`config.mk`:
```
export PLATFORM = sky130hd
export DESIGN_NAME = dmem_responder
export DESIGN_NICKNAME = d
export VERILOG_FILES = /design/src/rtl/dmem_responder.sv
export SDC_FILE = /design/constraint.sdc
export NUM_CORES = 2
export LEC_CHECK = 0
export BUFFER_PORTS_ARGS = -buffer_cell sky130_fd_sc_hd__buf_2
export CAP_MARGIN = 5
export CORE_UTILIZATION = 39
export DETAILED_ROUTE_END_ITERATION = 8
export PLACE_DENSITY_LB_ADDON = 0.08
export SLEW_MARGIN = 30
export SYNTH_ARGS = -nofsm -noshare
export SYNTH_HDL_FRONTEND = slang
export SYNTH_SLANG_ARGS = --single-unit
```
`constraint.sdc`:
```
create_clock -name clk -period 4.53 [get_ports clk]
set_input_delay 1.1325 -clock clk [delete_from_list [all_inputs] [get_ports clk]]
set_output_delay 1.1325 -clock clk [all_outputs]
set_load 0.005 [all_outputs]
```
`src/rtl/dmem_responder.sv`:
```
// Word-addressed data memory target: accepts one request, waits LATENCY cycles, completes with a one-cycle ready pulse (ready LATENCY+1 cycles after req).
// No backpressure: the initiator holds req/we/addr/wdata until ready; bad addresses complete with err instead of aliasing.
module dmem_responder #(
    parameter int DEPTH_LOG2 = 6,
    parameter int LATENCY    = 2
) (
    input  logic        clk,
    input  logic        reset,
    input  logic        req,
    input  logic        we,
    input  logic [31:0] addr,
    input  logic [31:0] wdata,
    output logic        ready,
    output logic [31:0] rdata,
    output logic        err,
    output logic        busy
);

    typedef enum logic [1:0] {IDLE, WAIT, RESP} state_t;

    localparam logic [3:0] CNT_INIT = (LATENCY == 0) ? 4'd0 : 4'(LATENCY - 1);

    state_t      state, nextState;
    logic [3:0]  cnt, nextCnt;
    logic        capture, doAccess;
    logic        capWe;
    logic [31:0] capAddr, capWdata;
    logic        accWe, addrErr;
    logic [31:0] accAddr, accWdata;
    logic [DEPTH_LOG2-1:0] index;

    logic [31:0] mem [0:(1<<DEPTH_LOG2)-1];

    always_comb begin
        nextState = state;
        nextCnt   = cnt;
        capture   = 1'b0;
        doAccess  = 1'b0;
        case (state)
            IDLE: begin
                if (req) begin
                    capture = 1'b1;
                    if (LATENCY == 0) begin
                        doAccess  = 1'b1;
                        nextState = RESP;
                    end else begin
                        nextCnt   = CNT_INIT;
                        nextState = WAIT;
                    end
                end
            end
            WAIT: begin
                if (cnt == 4'd0) begin
                    doAccess  = 1'b1;
                    nextState = RESP;
                end else begin
                    nextCnt = cnt - 4'd1;
                end
            end
            RESP:    nextState = IDLE;
            default: nextState = IDLE;
        endcase
    end

    // With zero latency the access happens on the capture edge, so use the live inputs.
    assign accWe    = capture ? we    : capWe;
    assign accAddr  = capture ? addr  : capAddr;
    assign accWdata = capture ? wdata : capWdata;
    assign addrErr  = (|accAddr[1:0]) | (|accAddr[31:DEPTH_LOG2+2]);
    assign index    = accAddr[DEPTH_LOG2+1:2];
    assign busy     = (state != IDLE);

    always_ff @(posedge clk or negedge reset) begin
        if (!reset) begin
            state    <= IDLE;
            cnt      <= 4'd0;
            capWe    <= 1'b0;
            capAddr  <= 32'd0;
            capWdata <= 32'd0;
            ready    <= 1'b0;
            err      <= 1'b0;
            rdata    <= 32'd0;
        end else begin
            state <= nextState;
            cnt   <= nextCnt;
            ready <= doAccess;
            err   <= doAccess & addrErr;
            if (capture) begin
                capWe    <= we;
                capAddr  <= addr;
                capWdata <= wdata;
            end
            if (doAccess) begin
                if (addrErr)
                    rdata <= 32'd0;
                else if (!accWe)
                    rdata <= mem[index];
            end
        end
    end

    // Array has no reset; a write is suppressed while reset is held so aborted stores never land.
    always_ff @(posedge clk) begin
        if (reset && doAccess && accWe && !addrErr)
            mem[index] <= accWdata;
    end

endmodule

```
# --- After elaboration in Yosys (flattened, before gate mapping) ---
# Memory sizes are Yosys's and may differ from the RTL's.
# Cells that the tools add are included.
word_totals:
  out_inout_bits: 35
  reg_bits: 105
  elab_cells: 47
  memories: 1
  ramBits: 2048
  input_bits: 68
memory_table:
  columns: ["memory", "words", "word_bits", "read_ports", "rd_ports_with_merged_regs", "write_ports", "line_no", "source"]
  rows:
  - ["mem", 64, 32, 1, 0, 1, "32", "logic [31:0] mem [0:(1<<DEPTH_LOG2)-1];"]
classes:
  n_addsub: 1
  eq_ne: 5
  reduce_logical: 13
  n_bitwise: 2
  mux: 17
op_table:
  columns: ["op", "count"]
  rows:
  - ["two-way mux 32 bit", 4]
  - ["OR reduction 24 bit", 1]
  - ["two-way mux 4 bit", 2]
  - ["one-hot mux 4 bit (2 select lines)", 1]
  - ["two-way mux 1 bit", 7]
  - ["!= test 2 bit (second input constant)", 3]
  - ["zero test 4 bit", 1]
  - ["two-way mux 2 bit", 2]
  - ["one-hot mux 2 bit (2 select lines)", 1]
  - ["AND reduction 2 bit", 2]
  - ["nonzero test 2 bit", 2]
  - ["subtractor 4 x 1 -> 4 bit (second input constant)", 1]
  - ["logical AND 1 bit", 3]
  - ["AND reduction 3 bit", 1]
  - ["equality test 2 x 1 -> 1 bit (second input constant)", 1]
  - ["zero test 2 bit", 1]
  - ["!= test 2 x 1 -> 1 bit (second input constant)", 1]
  - ["OR reduction 2 bit", 1]
  - ["bitwise AND 1 bit", 1]
  - ["zero test 1 bit", 1]
  - ["bitwise OR 1 bit", 1]

# --- Depth between registers and ports, before layout ---
logic_depth:
  depth_word: 9
  ltp_mapped: 13
  mapped_depth_nobuf: 9

# --- Worst setup path after synthesis ---
# Ideal clock, no wire load.
synth_timing:
  path_kind: "input to register"
  from: "input port req"
  to: "memory mem[2][0], enable pin"
  t_required_ps: 4109
  setup_time_ps: 421
  t_arrival_ps: 4354
  path_buffers: 4
  path_stages: 11
  path_slack_ps: -245
  cell_sequence: "or3b_1 buf_2 buf_6 buf_12 buf_8 nand2_1 nand2_1 nand2b_1 nor3_2 nand2_1 nor2_1"
synth_via:
  elab_chain_cells: 9
  elab_cells_between_ends: 12
  cone_classes: "mux (6); bitwise (1); reduce/logical (5)"
synth_rtl:
  columns: ["item", "line_no", "source"]
  rows:
  - ["from (decl)", "9", "input logic req,"]
  - ["two-way mux 1 bit", "41", "if (req) begin"]
  - ["two-way mux 1 bit", "39", "case (state)"]
  - ["two-way mux 32 bit", null, null]
  - ["via accAddr[14]", "29", "logic [31:0] accAddr, accWdata;"]
  - ["OR reduction 24 bit", "69", "assign addrErr = (|accAddr[1:0]) | (|accAddr[31:DEPTH_LOG2+2]);"]
  - ["bitwise OR 1 bit", "69", null]
  - ["zero test 1 bit", "104", "if (reset && doAccess && accWe && !addrErr)"]
  - ["logical AND 1 bit", "104", null]
  - ["two-way mux 1 bit", "104", null]
  - ["two-way mux 1 bit (implied by the code)", "105", "mem[index] <= accWdata;"]
  - ["to (decl)", "32", null]
# The timed path passes the listed nets, and every way through them passes these cells.

# --- Worst setup path after layout ---
layout_timing:
  from: "register capAddr[4]"
  to: "register rdata[10]"
layout_via:
  elab_chain_cells: 4
layout_rtl:
  columns: ["item", "line_no", "source"]
  rows:
  - ["from (decl)", "27", "logic [31:0] capAddr, capWdata;"]
  - ["from (signal assigned)", "90", "capAddr <= addr;"]
  - ["two-way mux 32 bit", null, null]
  - ["memory (64 x 32 bit)", null, null]
  - ["two-way mux 32 bit", "96", "else if (!accWe)"]
  - ["two-way mux 32 bit", "94", "if (addrErr)"]
  - ["to (signal assigned)", "97", "rdata <= mem[index];"]
  - ["to (decl)", "14", "output logic [31:0] rdata,"]
# No other way between the ends. The select of a mux whose other input is x is not followed.
# A chain may end at the register's enable or synchronous reset.

==> run metrics <==
Worst-path clk slew=0.06 ns; antenna violations before repair=14; Worst Setup Path Type=reg -> reg; Final Max Tran Viols=0; 1st-iter DRT viols=5,686; Reg-to-Reg End=rdata[10]$_DFFE_PN0P_; CTS root buf=clkbuf_16; vias in the first global route=47,600; Die X=452 um; Total GRT Usage=0.274; Placed Area=88,000 um2; vias=48,700; total negative slack=0 ns; Final Cell Area=95,200 um2; post-synth top area share=0.779; Setup Skew=0.0431 ns; max-cap viol count=0; Synth Flop Type=edfxtp_1; Pwr Total=64.4 mW; met1 global-route usage=0.394; Port Buffers=102; CTS Hold Bufs=0; min Tclk post-route=3.92 ns; syn avg cell area=17.0 um2; most frequent cell after synthesis=edfxtp_1; Die H=452 um; Critical Path Source Type=flip-flop; Clock Latency Late Sink=0.89 ns; #FFs+latches synth=2,153; TritonRoute pass-1 iters=5; number of flops mapped to enable cells by yosys=2,048; Clock Path Buffers=3; critical path capture point type=flip-flop; DRC violations left=0; post-CTS setup buffer count=0; WL per Instance=35.1 um; GR Util met2=0.434; cell-by-cell trace of the critical path=buf_4 -> nand2b_1 -> mux2_4 -> buf_12 -> buf_12 -> o221ai_1 -> o21a_1 -> o31ai_1 -> o221ai_1 -> o31ai_1; Starting Density=0.394; Worst EP required=5.30 ns; I/O pin total=103; Static Leak=31.3 nW; Final Wtd Congestion=0.850; data arrival time of the critical path=4.70 ns; CTS tree=yes; Tightest Pin Transition=1.10 ns; status=completed; Synth Cell Area=79,000 um2; HP Class=in -> async; Syn Inst Count=4,641; DP HPWL=173,000 um; Slew Limit Headroom=0.263; share of layout cells above drive strength 1=0.202; Post-synth top cells=edfxtp_1, o22ai_1, nand2_1; cells on worst reg2reg path=10; Seq/Total Area, Yosys=0.812; Antenna Nets Post-Route=0; Syn Nets=4,710; CORE AREA=200,000 um2; die area=204,000 um2; routed wire length=282,000 um; vias per std cell=6.05; CTS H-tree lvls=4; routing usage on met3=0.0436; final hold vios=0; global-route wire length before repair=390,000 um; post-synthesis cell type count=77; Critical-path top delay cell=dfrtp_1; nets=5,260; RSZ-0062 raised after global routing=no; FF-to-FF Start=capAddr[4]$_DFF_PN0_; total gr overflow=0; Post-CTS Resized=0; CTS buffer count=225; final hold slack=0.135 ns; Synthesis Warnings=0; largest net degree at the start of global routing=66; r2r setup slk=0.61 ns; Crit Path Max Fanout=32; worst ir drop on vdd=0.000579 V; Synth async-reset ratio=0.0488; sequential cell area=64,100 um2; Area contributors post-synth=edfxtp_1, o22ai_1, dfrtp_1, nand2_1, o221ai_1; area leader, netlist=edfxtp_1; period utilization=0.866; Final WS setup=0.609 ns; max incr delay on CP=0.63 ns; f_max=255 MHz; Num Clock Sinks=2,153; Setup WS pre-CTS=-0.135 ns; # fillers=17,100; area used by multi-input combinational logic=14,300 um2; most used routing layer=met2; Area Growth Syn to Fin=20.5%; # setup viols final=0; row count=164; power density cells=676 nW/um2
-- registers in the layout, indices dropped and copies added (netlist names) --
signal,count
mem,2048
capAddr,32
capWdata,32
rdata,32
cnt,4
state,2
capWe,1
err,1
ready,1
-- worst max path at each step --
stage | end | from | cells after the start
2_1_floorplan | mem[2][0]$_DFFE_PP_ | req | 11
3_3_place_gp | rdata[14]$_DFFE_PN0P_ | req | 11
3_5_place_dp | rdata[4]$_DFFE_PN0P_ | req | 12
4_1_cts | rdata[4]$_DFFE_PN0P_ | state[0]$_DFFE_PN0P_ | 11
5_1_grt | rdata[9]$_DFFE_PN0P_ | state[0]$_DFFE_PN0P_ | 11
6_report | rdata[10]$_DFFE_PN0P_ | capAddr[4]$_DFF_PN0_ | 10
-- critical path, delay by kind of cell (launching register included) --
kind / cells / cell delay (ns)
and+or+nand+nor: 1 / 0.21
DFF: 1 / 0.63
muxes: 1 / 0.39
AOI/OAI and AO/OA: 5 / 1.70
buffers and inverters: 3 / 0.83
-- final cells by class --
class | count | share of cell area
clock inverter | 104 | 0.0113
tap | 2656 | 0.0349
timing repair buffer | 630 | 0.0651
antenna | 12 | 0.000315
inverter | 7 | 0.000355
clock buffer | 320 | 0.0645
sequential | 2153 | 0.674
multi-input combinational | 2174 | 0.150
-- power breakdown --
group / total (mW) / switching [mW] / internal, mW / leakage, nW
Sequential: 25.5 / 0.193 / 25.3 / 19.9
Combinational: 20.7 / 14.6 / 6.07 / 7.84
Clock: 18.2 / 7.82 / 10.4 / 3.50
-- kinds of logic after synthesis --
family | synth area share
AO/OA/AOI/OAI | 0.110
multiplexers | 0.0111
buffers and inverters | 0.0177
AND/OR/NAND/NOR | 0.0490
adder cells (fa/ha/maj) | 0.000158
XOR/XNOR | 0.000222
flip-flops | 0.812
-- layer usage --
metal  routed length [um]  vias up
met2               132000     1951
li1                     -    20200
met4                 6870        8
met3                19000      367
met1               124000    26200
met5                   50        -
-- cell usage in the layout (no fill, tap or decap), drive strengths merged, types with 11 or more instances in the layout --
| cell type | instances |
|---|---|
| a211oi | 12 |
| a32oi | 11 |
| nand4b | 14 |
| edfxtp | 2048 |
| o221ai | 158 |
| a2111oi | 17 |
| nor3 | 73 |
| o21ai | 37 |
| a32o | 12 |
| o31ai | 76 |
| nand3 | 70 |
| clkbuf | 320 |
| a31oi | 34 |
| nand2 | 437 |
| or3 | 23 |
| nand4 | 14 |
| nor4 | 26 |
| and3 | 20 |
| a22oi | 12 |
| o22a | 85 |
| mux2 | 16 |
| bufinv | 17 |
| o21a | 16 |
| a21oi | 63 |
| o41ai | 25 |
| clkinv | 79 |
| o2111ai | 12 |
| mux2i | 64 |
| o22ai | 639 |
| nor2 | 133 |
| diode | 12 |
| inv | 14 |
| dfrtp | 105 |
| buf | 630 |
-- metrics by stage --
step	cells	util
6_report	8056	0.475
3_3_place_gp	7620	0.439
3_5_place_dp	7620	0.439
5_1_grt	8045	0.475
2_1_floorplan	4641	-
4_1_cts	8044	0.475
Note: power is estimated with default switching activity, not from simulation.
